`src/rtl/snapshot_bram_playback_if.sv`:
```
`timescale 1ns/1ps
`default_nettype none
// +--------------------------------------------------------------------+
// | snapshot_bram_playback_if                                          |
// | Snapshot BRAM port-A signals plus the valid/ready output stream.   |
// | Rev 1.0                                                            |
// +--------------------------------------------------------------------+
interface snapshot_bram_playback_if #(
  parameter int DATA_W = 128,
  parameter int ADDR_W = 10
);
  logic              bram_en_a;
  logic              bram_we;
  logic [ADDR_W-1:0] bram_addr;
  logic [DATA_W-1:0] bram_rd_data;
  logic [DATA_W-1:0] dout;
  logic              dout_valid;
  logic              dout_ready;
  logic              dout_last;

  modport master (
    output bram_en_a, bram_we, bram_addr, dout, dout_valid, dout_last,
    input  bram_rd_data, dout_ready
  );

  modport slave (
    input  bram_en_a, bram_we, bram_addr, dout, dout_valid, dout_last,
    output bram_rd_data, dout_ready
  );
endinterface
`default_nettype wire

```
`src/rtl/snapshot_bram_playback.sv`:
```
`timescale 1ns/1ps
`default_nettype none
// +--------------------------------------------------------------------+
// | snapshot_bram_playback                                             |
// | Streams a window of snapshot BRAM port-A words onto a valid/ready  |
// | bus through a credit-gated output FIFO.                            |
// | Option macro: SNAPSHOT_PLAYBACK_LOOP_EN (continuous window replay) |
// | Rev 1.0                                                            |
// +--------------------------------------------------------------------+
module snapshot_bram_playback #(
  parameter int DATA_W     = 128,
  parameter int ADDR_W     = 10,
  parameter int RD_LATENCY = 1,
  parameter int FIFO_DEPTH = 4
) (
  input  logic                     clk,
  input  logic                     rst_n,
  input  logic                     start,
  input  logic                     abort,
  input  logic [ADDR_W-1:0]        start_addr,
  input  logic [ADDR_W:0]          num_words,
  input  logic                     loop,
  output logic                     busy,
  output logic                     done,
  snapshot_bram_playback_if.master bus
);

  localparam int c_PTR_W = (FIFO_DEPTH > 1) ? $clog2(FIFO_DEPTH) : 1;
  localparam int c_CNT_W = $clog2(FIFO_DEPTH + 1) + 1;
  localparam logic [c_CNT_W-1:0] c_DEPTH = c_CNT_W'(FIFO_DEPTH);
  localparam logic [c_PTR_W-1:0] c_PTR_LAST = c_PTR_W'(FIFO_DEPTH - 1);

  typedef enum logic [1:0] {
    ST_IDLE  = 2'd0,
    ST_RUN   = 2'd1,
    ST_DRAIN = 2'd2
  } state_t;

  state_t              r_state;
  state_t              w_state_nxt;
  logic [ADDR_W-1:0]   r_addr;
  logic [ADDR_W:0]     r_remain;
  logic [RD_LATENCY-1:0] r_pipe_vld;
  logic [RD_LATENCY-1:0] r_pipe_last;
  logic [DATA_W:0]     r_mem [FIFO_DEPTH];
  logic [c_PTR_W-1:0]  r_wr_ptr;
  logic [c_PTR_W-1:0]  r_rd_ptr;
  logic [c_CNT_W-1:0]  r_count;
  logic                r_done_pulse;

  logic [c_CNT_W-1:0]  w_inflight;
  logic                w_issue;
  logic                w_final_issue;
  logic                w_reload;
  logic                w_push;
  logic                w_pop;
  logic                w_abort;
  logic                w_start_go;
  logic                w_drain_done;
  logic [DATA_W:0]     w_head;

`ifdef SNAPSHOT_PLAYBACK_LOOP_EN
  logic [ADDR_W-1:0]   r_base_addr;
  logic [ADDR_W:0]     r_base_len;
  assign w_reload = w_final_issue && loop;
`else
  logic                w_unused_loop;
  assign w_unused_loop = loop;
  assign w_reload      = 1'b0;
`endif

  function automatic logic [c_PTR_W-1:0] ptr_inc(input logic [c_PTR_W-1:0] p);
    return (p == c_PTR_LAST) ? '0 : p + c_PTR_W'(1);
  endfunction

  always_comb begin
    w_inflight = '0;
    for (int i = 0; i < RD_LATENCY; i++) begin
      w_inflight = w_inflight + c_CNT_W'(r_pipe_vld[i]);
    end
  end

  // Conservative credit: a pop this cycle is not counted, so the FIFO can never overrun.
  assign w_issue       = (r_state == ST_RUN) && ((r_count + w_inflight) < c_DEPTH);
  assign w_final_issue = w_issue && (r_remain == (ADDR_W+1)'(1));
  assign w_push        = r_pipe_vld[RD_LATENCY-1];
  assign w_pop         = (r_count != '0) && bus.dout_ready;
  assign w_abort       = abort && (r_state != ST_IDLE);
  assign w_start_go    = (r_state == ST_IDLE) && start && !abort;

  always_comb begin
    w_state_nxt  = r_state;
    w_drain_done = 1'b0;
    case (r_state)
      ST_IDLE: begin
        if (w_start_go && (num_words != '0)) w_state_nxt = ST_RUN;
      end
      ST_RUN: begin
        if (w_abort)                           w_state_nxt = ST_IDLE;
        else if (w_final_issue && !w_reload)   w_state_nxt = ST_DRAIN;
      end
      ST_DRAIN: begin
        if (w_abort) begin
          w_state_nxt = ST_IDLE;
        end else if ((r_count == '0) && (w_inflight == '0)) begin
          w_drain_done = 1'b1;
          w_state_nxt  = ST_IDLE;
        end
      end
      default: w_state_nxt = ST_IDLE;
    endcase
  end

  always_ff @(posedge clk or negedge rst_n) begin
    if (!rst_n) r_state <= ST_IDLE;
    else        r_state <= w_state_nxt;
  end

  always_ff @(posedge clk or negedge rst_n) begin
    if (!rst_n) begin
      r_addr       <= '0;
      r_remain     <= '0;
      r_pipe_vld   <= '0;
      r_pipe_last  <= '0;
      r_wr_ptr     <= '0;
      r_rd_ptr     <= '0;
      r_count      <= '0;
      r_done_pulse <= 1'b0;
`ifdef SNAPSHOT_PLAYBACK_LOOP_EN
      r_base_addr  <= '0;
      r_base_len   <= '0;
`endif
    end else begin
      r_done_pulse <= 1'b0;
      if (w_abort) begin
        // Reads still inside the BRAM are dropped by clearing their valid bits.
        r_pipe_vld   <= '0;
        r_pipe_last  <= '0;
        r_wr_ptr     <= '0;
        r_rd_ptr     <= '0;
        r_count      <= '0;
        r_done_pulse <= 1'b1;
      end else begin
        if (w_start_go) begin
          if (num_words == '0) begin
            r_done_pulse <= 1'b1;
          end else begin
            r_addr   <= start_addr;
            r_remain <= num_words;
`ifdef SNAPSHOT_PLAYBACK_LOOP_EN
            r_base_addr <= start_addr;
            r_base_len  <= num_words;
`endif
          end
        end

        if (w_issue) begin
`ifdef SNAPSHOT_PLAYBACK_LOOP_EN
          if (w_reload) begin
            r_addr   <= r_base_addr;
            r_remain <= r_base_len;
          end else begin
            r_addr   <= r_addr + ADDR_W'(1);
            r_remain <= r_remain - (ADDR_W+1)'(1);
          end
`else
          r_addr   <= r_addr + ADDR_W'(1);
          r_remain <= r_remain - (ADDR_W+1)'(1);
`endif
        end

        r_pipe_vld[0]  <= w_issue;
        r_pipe_last[0] <= w_final_issue;
        for (int i = 1; i < RD_LATENCY; i++) begin
          r_pipe_vld[i]  <= r_pipe_vld[i-1];
          r_pipe_last[i] <= r_pipe_last[i-1];
        end

        if (w_push) r_wr_ptr <= ptr_inc(r_wr_ptr);
        if (w_pop)  r_rd_ptr <= ptr_inc(r_rd_ptr);
        case ({w_push, w_pop})
          2'b10:   r_count <= r_count + c_CNT_W'(1);
          2'b01:   r_count <= r_count - c_CNT_W'(1);
          default: r_count <= r_count;
        endcase
      end
    end
  end

  always_ff @(posedge clk) begin
    if (w_push) r_mem[r_wr_ptr] <= {r_pipe_last[RD_LATENCY-1], bus.bram_rd_data};
  end

  assign w_head         = r_mem[r_rd_ptr];
  assign bus.bram_en_a  = w_issue;
  assign bus.bram_we    = 1'b0;
  assign bus.bram_addr  = r_addr;
  assign bus.dout_valid = (r_count != '0);
  assign bus.dout       = bus.dout_valid ? w_head[DATA_W-1:0] : '0;
  assign bus.dout_last  = bus.dout_valid && w_head[DATA_W];
  assign busy           = (r_state != ST_IDLE);
  assign done           = r_done_pulse || w_drain_done;

  a_fifo_no_overflow: assert property (@(posedge clk) disable iff (!rst_n)
    !(w_push && !w_pop && !w_abort && (r_count == c_DEPTH)));

endmodule
`default_nettype wire

```
`src/flat_wrapper.sv`:
```
// flat-port wrapper written by rule: the top's interface ports become plain ports
module snapshot_bram_playback_flat 
#(
  parameter int DATA_W     = 128,
  parameter int ADDR_W     = 10,
  parameter int RD_LATENCY = 1,
  parameter int FIFO_DEPTH = 4
)
  (clk, rst_n, start, abort, start_addr, num_words, loop, busy, done, bus_bram_en_a, bus_bram_we, bus_bram_addr, bus_dout, bus_dout_valid, bus_dout_last, bus_bram_rd_data, bus_dout_ready);
  snapshot_bram_playback_if #(.DATA_W(DATA_W), .ADDR_W(ADDR_W)) bus_i ();
  input  logic clk;
  input  logic rst_n;
  input  logic start;
  input  logic abort;
  input  logic [ADDR_W-1:0] start_addr;
  input  logic [ADDR_W:0] num_words;
  input  logic loop;
  output logic busy;
  output logic done;
  output wire logic [$bits(bus_i.bram_en_a)-1:0] bus_bram_en_a;
  output wire logic [$bits(bus_i.bram_we)-1:0] bus_bram_we;
  output wire logic [$bits(bus_i.bram_addr)-1:0] bus_bram_addr;
  output wire logic [$bits(bus_i.dout)-1:0] bus_dout;
  output wire logic [$bits(bus_i.dout_valid)-1:0] bus_dout_valid;
  output wire logic [$bits(bus_i.dout_last)-1:0] bus_dout_last;
  input wire logic [$bits(bus_i.bram_rd_data)-1:0] bus_bram_rd_data;
  input wire logic [$bits(bus_i.dout_ready)-1:0] bus_dout_ready;
  assign bus_bram_en_a = bus_i.bram_en_a;
  assign bus_bram_we = bus_i.bram_we;
  assign bus_bram_addr = bus_i.bram_addr;
  assign bus_dout = bus_i.dout;
  assign bus_dout_valid = bus_i.dout_valid;
  assign bus_dout_last = bus_i.dout_last;
  assign bus_i.bram_rd_data = bus_bram_rd_data;
  assign bus_i.dout_ready = bus_dout_ready;
  snapshot_bram_playback #(.DATA_W(DATA_W), .ADDR_W(ADDR_W), .RD_LATENCY(RD_LATENCY), .FIFO_DEPTH(FIFO_DEPTH)) u_core (.clk(clk), .rst_n(rst_n), .start(start), .abort(abort), .start_addr(start_addr), .num_words(num_words), .loop(loop), .busy(busy), .done(done), .bus(bus_i));
endmodule
```
`config.mk`:
```
export PLATFORM = sky130hd
export DESIGN_NAME = snapshot_bram_playback_flat
export DESIGN_NICKNAME = d
export VERILOG_FILES = /design/src/rtl/snapshot_bram_playback_if.sv /design/src/rtl/snapshot_bram_playback.sv /design/src/flat_wrapper.sv
export SDC_FILE = /design/constraint.sdc
export NUM_CORES = 1
export LEC_CHECK = 0
export CAP_MARGIN = 20
export CORE_MARGIN = 2
export CORE_UTILIZATION = 50
export CTS_BUF_LIST = sky130_fd_sc_hd__clkbuf_8
export DETAILED_ROUTE_END_ITERATION = 10
export HOLD_SLACK_MARGIN = 0.06
export PLACE_DENSITY = 0.74
export REMOVE_ABC_BUFFERS = 1
export SYNTH_ARGS = -nofsm -noshare
export SYNTH_HDL_FRONTEND = slang
export SYNTH_SLANG_ARGS = --single-unit
```
`constraint.sdc`:
```
create_clock -name clk -period 5.2 [get_ports clk]
set_clock_uncertainty 0.15 [all_clocks]
set_input_delay 0.52 -clock clk [delete_from_list [all_inputs] [get_ports clk]]
set_output_delay 0.52 -clock clk [all_outputs]
set_load 0.005 [all_outputs]
```
After elaboration in Yosys (flattened, before gate mapping)
Memories as Yosys holds them, arrays and structs flattened.
Index checks and enable logic that the tools add are counted.
Widths: inputs -> output; s select.
{"block": "word_totals", "regBits": 34, "ram_bits": 516, "out_inout_bits": 144, "word_cells": 85, "n_memories": 1}
{"memory": "u_core.r_mem", "words": 4, "width": 129, "rd": 1, "rd_ports_with_merged_regs": 0, "wr": 1, "line_no": "snapshot_bram_playback.sv:45", "text": "logic [DATA_W:0] r_mem [FIFO_DEPTH];"}
{"block": "op_classes", "addsub": 7, "n_lt_le_gt_ge": 1, "eq_ne": 11, "muxes": 31, "bitwise": 1, "reduce_logical": 24}
{"cell": "$mux 128", "count": 1}
{"cell": "$mux 11", "count": 3}
{"cell": "$mux 10", "count": 3}
{"cell": "$mux 2", "count": 11}
{"cell": "$eq 11x1->1 const B", "count": 1}
{"cell": "$logic_not 11->1", "count": 1}
{"cell": "$reduce_bool 11->1", "count": 1}
{"cell": "$sub 11x1->11 const B", "count": 1}
{"cell": "$add 10x1->10 const B", "count": 1}
{"cell": "$mux 1", "count": 10}
{"cell": "$logic_and 1x1->1", "count": 9}
{"cell": "$eq 2x2->1 const B", "count": 4}
{"cell": "$logic_not 4->1", "count": 2}
{"cell": "$pmux 4 s2", "count": 1}
{"cell": "$reduce_bool 2->1", "count": 4}
{"cell": "$ne 3x1->1 const B", "count": 2}
{"cell": "$pmux 2 s3", "count": 1}
{"cell": "$reduce_and 3->1", "count": 2}
{"cell": "$add 2x1->2 const B", "count": 2}
{"cell": "$add 4x1->4", "count": 1}
{"cell": "$add 4x1->4 const B", "count": 1}
{"cell": "$eq 2x1->1 const B", "count": 2}
{"cell": "$lt 4x3->1 const B", "count": 1}
{"cell": "$mux 4", "count": 1}
{"cell": "9 further kinds", "count": 9}

Longest topological paths before layout
Gate-level depths: netlist of the first run.
{"block": "depth", "ltp_word": 7, "ltp_mapped": 13, "mapped_depth_nobuf": 12}

Worst setup path before layout of the first run
Ideal clock, no wire load.
{"block": "synth_timing", "path_type": "reg-to-reg", "from": "reg u_core.r_wr_ptr[0]", "to": "mem u_core.r_mem[0][0] in the netlist's numbering, enable pin", "setup_ns": 0.503, "arrival_time_ns": 3.583, "setup_slack_ns": 0.964, "stages_incl_launch_ff": 4, "period_less_slack_ns": 4.236, "cell_sequence": "dfrtp_1 inv_1 ha_1 and2_1"}
{"item": "from (decl)", "line_no": "snapshot_bram_playback.sv:46", "text": "logic [c_PTR_W-1:0] r_wr_ptr;"}
{"item": "from (signal assigned)", "line_no": "snapshot_bram_playback.sv:179", "text": "if (w_push) r_wr_ptr <= ptr_inc(r_wr_ptr);"}
{"item": "to (decl)", "line_no": "snapshot_bram_playback.sv:45"}
No word-level cell before the write port.

Worst setup path in the final report of the first run
{"block": "layout_timing", "from": "reg u_core.r_rd_ptr[0]", "to": "out bus_dout[121]"}
{"block": "layout_between", "elab_chain_cells": 2}
{"item": "from (decl)", "line_no": "snapshot_bram_playback.sv:47", "text": "logic [c_PTR_W-1:0] r_rd_ptr;"}
{"item": "from (signal assigned)", "line_no": "snapshot_bram_playback.sv:180", "text": "if (w_pop) r_rd_ptr <= ptr_inc(r_rd_ptr);"}
{"item": "$mem_v2 4x129"}
{"item": "$mux 128", "line_no": "snapshot_bram_playback.sv:199", "text": "assign bus.dout = bus.dout_valid ? w_head[DATA_W-1:0] : '0;"}
{"item": "to (decl)", "line_no": "flat_wrapper.sv:23", "text": "output wire logic [$bits(bus_i.dout)-1:0] bus_dout;"}
Every way passes these cells.

==> results of run 1 <==
state kept, by name, summed over array words and instances (netlist names):
signal	count
u_core.bus.bram_addr	10
u_core.r_count	4
u_core.r_done_pulse	1
u_core.r_mem	516
u_core.r_pipe_last	1
u_core.r_pipe_vld	1
u_core.r_rd_ptr	2
u_core.r_remain	11
u_core.r_state	2
u_core.r_wr_ptr	2
worst paths after layout:
check,from,to,slack [ps]
max in group asynchronous,rst_n,u_core.r_rd_ptr[1],4370
setup reg to reg,u_core.r_count[1],u_core.r_count[3],1860
hold reg to reg,u_core.r_pipe_last,u_core.r_mem[3][128],360
hold / removal,rst_n,u_core.r_remain[9],170
setup / recovery,u_core.r_rd_ptr[0],bus_dout[121],1260
min in group clk,start_addr[1],u_core.bus.bram_addr[1],350
where the power goes:
part	internal (mW)	total [mW]	leakage, nW	switching (mW)
Clock	1.78	3.37	0.923	1.60
Sequential	5.13	5.44	5.06	0.309
Combinational	2.53	4.24	2.81	1.71
metal layers:
metal  global-route usage [%]  share of wire, %  vias up
met5                        0             0.077        -
met4                     6.48               1.9        4
met3                     5.61               7.3       62
met2                     32.8                50      353
met1                     25.6                41     5660
li1                         -                 -     4957
worst register-to-register path, delay by kind of cell (launching register included):
| kind | cells | cell delay [ps] |
|---|---|---|
| compound gates | 3 | 670 |
| xor+xnor | 1 | 140 |
| fa+ha+maj | 2 | 650 |
| buf+inv | 2 | 290 |
| flops | 1 | 470 |
| simple gates | 3 | 860 |
cell families (layout without fill, tap and decap cells):
| logic type | Yosys count | count (layout) |
|---|---|---|
| buffers and inverters | 71 | 477 |
| flip-flops | 550 | 550 |
| adder cells (fa/ha/maj) | 12 | 12 |
| multiplexers | 143 | 143 |
| AND/OR/NAND/NOR | 210 | 210 |
| other | 1 | 2 |
| AO/OA/AOI/OAI | 65 | 65 |
| XOR/XNOR | 4 | 4 |
per-stage QoR:
stage / util (%) / std cells / hold slack (ps) / area (µm²)
after global placement: 58.9 / 1894 / 320 / 25300
after CTS: 62.6 / 2047 / 122 / 26900
after detailed placement: 58.9 / 1894 / 332 / 25300
after global routing: 62.6 / 2047 / 176 / 26900
final: 62.6 / 2048 / 169 / 26900
after floorplan: - / 1002 / 74.4 / 21400
cell type report:
class	instances	area (µm²)
diodes	1	2.50
clock buffers	92	1270
clock inverters	61	327
fillers	3070	16000
inverters	17	65.1
multi-input cells	435	4970
flip-flops and latches	550	16400
well taps	585	732
repair buffers	307	3150
cell usage in the layout, fill, tap and decap left out, drive strengths merged, types with 3 or more instances in the layout:
master,n
dfrtp,34
clkinv,28
mux2i,12
clkdlybuf4s50,296
nor4,10
a22oi,3
nor2,18
o21ai,14
a31o,3
and2,134
inv,47
clkbuf,92
nand3,7
and3,4
ha,12
bufinv,3
o22a,3
buf,11
edfxtp,516
nand2b,4
o2bb2ai,4
nand2,17
a21oi,17
nor3,8
xor2,4
mux4,129
o22ai,5
==> impl_metrics.tcl, run 1 <==
set metrics [dict create \
    syn_area_um2 21600 \
    drt_drc_violations_left 0 \
    nets 1566 \
    power.density_nw_per_um2 486 \
    clock_sinks 550 \
    synthCells 1056 \
    start_kind "flop" \
    critPathMaxStageDelay_ps 930 \
    crit_chain "buf_12 > mux4_2 > and2_1 > clkdlybuf4s50_1" \
    finalPower_mw 13.1 \
    yosys.area.top_type "edfxtp_1" \
    synth-simple-area-share_pct 5.64 \
    synth_cell_types 56 \
    max_slew.worst_pin.slew_ps 951 \
    critPathKind "flop to primary output" \
    vias 11036 \
    synth_common_cells "edfxtp_1 (516), and2_1 (134), mux4_2 (129)" \
    synth_ff_type "edfxtp_1" \
    final-hold-violation-count 0 \
    hold_buffers 0 \
    fp.dieH_um 212 \
    dp_hpwl_um 25200 \
    vias_per_cell 5.39 \
    io-pin-count 299 \
    ant_nets 0 \
    finalWorstSetupSlack_ps 1260 \
    pre_cts_ws_ps 1810 \
    period_minus_slack_ps 3940 \
    antenna_found_initial 2 \
    cts_made_buffers 88 \
    cts_tree "built" \
    grt_pass1_vias 11798 \
    path_clk_slew_ps 60 \
    cp.required_ps 4530 \
    fmax_mhz 254 \
    drt-pass1-iter-count 4 \
    drt_iter0_markers 692 \
    setup_tns_ps 0 \
    r2r_cells 11 \
    avgRoutedWirePerCell_um 21.7 \
    syn-mean-instance-area_um2 20.5 \
    cts_root_buffer "clkbuf_8" \
    die_x_um 212 \
    synth_edf_count 516 \
    overflow 0 \
    status "complete, no violations" \
    grt_usage_pct 19.8 \
    crit_family "buffers and inverters" \
    port_buffers 296 \
    netlist.area_leader.share_pct 71.6 \
    cts.path.max_buffers 3 \
    place_congestion 0.829 \
    synth_warnings 0 \
    synthTopCellsByArea "edfxtp_1 (72%), mux4_2 (13%), dfrtp_1 (3.9%)" \
    holdCritPathClass "input pin to asynchronous set/reset pin" \
    path_depth 4 \
    cts_setup_buffers 0 \
    setup.worst_path.end_class "primary output" \
    async_flop_share_pct 6.18 \
    clkLatencyLatePin_ps 620 \
    slowest_stage "dfrtp_4" \
    yosys_register_bits 550 \
    power.leakage_nw 8.79 \
    setup_viol 0 \
    maxSlewViolCount 0 \
    ir_drop_v 0.000327 \
    core.rowCount 76 \
    cap_violations 0 \
    worstPathMaxFanout 47 \
    dieArea_um2 45000 \
    cts_resized 0 \
    rsz0062_at_grt "no" \
    drive_above_1_share_pct 18.6 \
    grt_pass1_wl_um 66700 \
    synth_compound_area_share_pct 2.31 \
    grt_max_degree 131 \
    htree_num_levels 3 \
    synth-xor-area-share_pct 0.162 \
    synthMuxAreaShare_pct 14.1 \
    area_delta_synth_final_pct 24.1 \
    synth.most_common_cell "edfxtp_1" \
    wl_um 44400 \
    synth_top_family_by_area "multiplexers" \
    crit_buf_inv 2 \
    core_region_area_um2 42900 \
    crit_arrival_ps 3270 \
    synthAdderAreaFrac_pct 0.694 \
    slew_headroom_pct 36.6 \
    initial_core_util_pct 50.4 \
    ys_seq_area_share_pct 75.5 \
    period_share_pct 75.8 \
]
No activity file was read; power rests on OpenSTA's default activity.
==> run 2: changes to the inputs <==
--- a/config.mk
+++ b/config.mk
@@ -11,7 +11,7 @@
 export CTS_BUF_LIST = sky130_fd_sc_hd__clkbuf_8
 export DETAILED_ROUTE_END_ITERATION = 10
 export HOLD_SLACK_MARGIN = 0.06
-export PLACE_DENSITY = 0.74
+export PLACE_DENSITY = 0.77
 export REMOVE_ABC_BUFFERS = 1
 export SYNTH_ARGS = -nofsm -noshare
 export SYNTH_HDL_FRONTEND = slang
==> constraint.sdc (replaced) <==
create_clock -name clk -period 3.35 [get_ports clk]
set_clock_uncertainty 0.15 [all_clocks]
set_input_delay 0.335 -clock clk [delete_from_list [all_inputs] [get_ports clk]]
set_output_delay 0.335 -clock clk [all_outputs]
set_load 0.005 [all_outputs]
==> run 2 against run 1 <==
Clock power grew 63%; routed wire length up 0.92%; register-to-register slack lost 1500 ps; sequential cell count stayed put; cell count increased by 1.0%.
==> impl_metrics.tcl, run 2 (synthesis gave the netlist of run 1 again) <==
set metrics [dict create \
    status "complete, no violations" \
    dieArea_um2 45000 \
    vias_per_cell 5.46 \
    core.rowCount 76 \
    hold_start "bus_bram_rd_data[98]" \
    crit_arrival_ps 2790 \
    grt_max_degree 131 \
    nFillCells 2917 \
    clock_sinks 550 \
    top_register "u_core.r_mem" \
    cts_root_buffer "clkbuf_8" \
    fin_util_pct 63.6 \
    die_x_um 212 \
    worstPathMaxFanout 130 \
    clkLatencyLatePin_ps 630 \
    start_kind "flop" \
    grt_pass1_vias 11880 \
    p_clk_share_pct 26.6 \
    p_int_mw 14.9 \
    fin_area_um2 27300 \
    overflow 0 \
    io-pin-count 299 \
    place_area_um2 25500 \
    power.density_nw_per_um2 755 \
    vias 11297 \
    setup_tns_ps 0 \
    crit_family "buffers and inverters" \
    drive_above_1_share_pct 20.4 \
    nets 1579 \
    setup_viol 0 \
    maxSlewViolCount 0 \
    slowest_stage "dfrtp_1" \
    ir_drop_v 0.000414 \
    initial_core_util_pct 50.4 \
    crit_buf_inv 4 \
    fmax_mhz 305 \
    rsz0062_at_grt "yes" \
    final_cell_mix "edfxtp_1 (516), clkdlybuf4s50_1 (259), mux4_2 (129), and2_1 (129), clkbuf_8 (93)" \
    period_share_pct 97.9 \
    switching_share_pct 27.6 \
    grt_usage_pct 20.1 \
    port_buffers 296 \
    core_region_area_um2 42900 \
    dp_hpwl_um 26500 \
    cts.path.max_buffers 3 \
    holdCritPathClass "input pin to flop" \
    htree_num_levels 3 \
    ant_nets 0 \
    drt-pass1-iter-count 5 \
    drt_iter0_markers 868 \
    setup.worst_path.end_class "primary output" \
    cts_tree "built" \
    critPathMaxStageDelay_ps 460 \
    cp.required_ps 2860 \
    holdWs_ps 180 \
    area_delta_synth_final_pct 26.2 \
    hold_path_depth 1 \
    cap_violations 0 \
    drt_drc_violations_left 0 \
    power_frac_seq_pct 40.5 \
    path_depth 6 \
    cts_made_buffers 86 \
    largest_reg_flops 516 \
    grt_pass1_wl_um 67700 \
    slew_headroom_pct 43.3 \
    avgRoutedWirePerCell_um 21.7 \
    critPathKind "flop to primary output" \
    fp.dieH_um 212 \
    antenna_found_initial 6 \
    wl_um 44800 \
    startpoint "u_core.r_count[1]" \
    r2r_start "u_core.r_count[1]" \
    p_comb_share_pct 32.9 \
    place_congestion 0.831 \
    power.leakage_nw 9.32 \
    period_minus_slack_ps 3280 \
    r2r_cells 12 \
    p_sw_mw 5.69 \
    finalPower_mw 20.6 \
    final-hold-violation-count 0 \
    final_common_cell "edfxtp_1" \
    max_slew.worst_pin.slew_ps 850 \
    crit_chain "nor4_2 > buf_4 > clkinv_2 > buf_12 > and2_1 > clkdlybuf4s50_1" \
    path_clk_slew_ps 60 \
]
==> run 2: changes by cell type in the layout (fill, tap and decap cells not counted), sizes merged, moves of 2 or more <==
| cell | previous run | this run |
|---|---|---|
| clkdlybuf4s50 | 296 | 259 |
| dlymetal6s2s | 0 | 33 |
| buf | 11 | 25 |
| clkinv | 28 | 37 |
| inv | 47 | 38 |
| dlygate4sd2 | 0 | 4 |
| bufinv | 3 | 5 |
| clkinvlp | 0 | 2 |
==> run 2: area by class of cell <==
cell class,count,area (µm²),area share [%]
Sequential cell,550,16400,59.9
Clock buffer,93,1280,4.69
Clock inverter,65,410,1.50
Inverter,17,65.1,0.238
Tap cell,585,732,2.68
Timing Repair Buffer,322,3470,12.7
Multi-Input combinational cell,435,4980,18.2
Antenna cell,2,5.00,0.0183
==> run 2: final timing paths <==
check,endpoint,slack [ps]
worst min register to register,u_core.r_mem[0][128],350
min in group asynchronous,u_core.r_remain[6],510
worst max register to register,u_core.r_count[3],330
worst min-delay path,u_core.r_mem[3][98],180
max in group asynchronous,u_core.r_rd_ptr[1],2180
worst max-delay path,bus_dout[37],70
==> run 2: stage by stage <==
stage | instances | setup WS (ps)
detailed placement | 1908 | 348
floorplan | 1002 | -2980
global route | 2068 | -19.7
CTS | 2067 | -23.3
finish | 2069 | 71.3
global placement | 1908 | 363
==> run 2: power by group through the flow <==
stage | Sequential, mW | Combinational, mW | Clock [mW]
6_report | 8.35 | 6.78 | 5.48
5_1_grt | 8.40 | 7.31 | 5.93
4_1_cts | 8.34 | 6.97 | 5.62
3_5_place_dp | 8.47 | 6.92 | 0
3_3_place_gp | 8.44 | 6.85 | 0
2_1_floorplan | 8.72 | 3.15 | 0
==> run 2: metal layers <==
| metal | vias up | share of wire, % | global-route usage, % |
|---|---|---|---|
| met1 | 5790 | 40 | 26.4 |
| met2 | 423 | 50 | 33.2 |
| li1 | 4999 | - | - |
| met5 | - | 0.13 | 0 |
| met4 | 8 | 2.2 | 6.92 |
| met3 | 77 | 7.3 | 5.02 |
==> run 2: repair_timing <==
action / in CTS / in global routing
resized for setup: 10 / 37
hold buffers: 1 / 0
endpoints found under the setup margin: 64 / 69
setup buffers: 0 / 0
endpoints found under the hold margin: 34 / 0
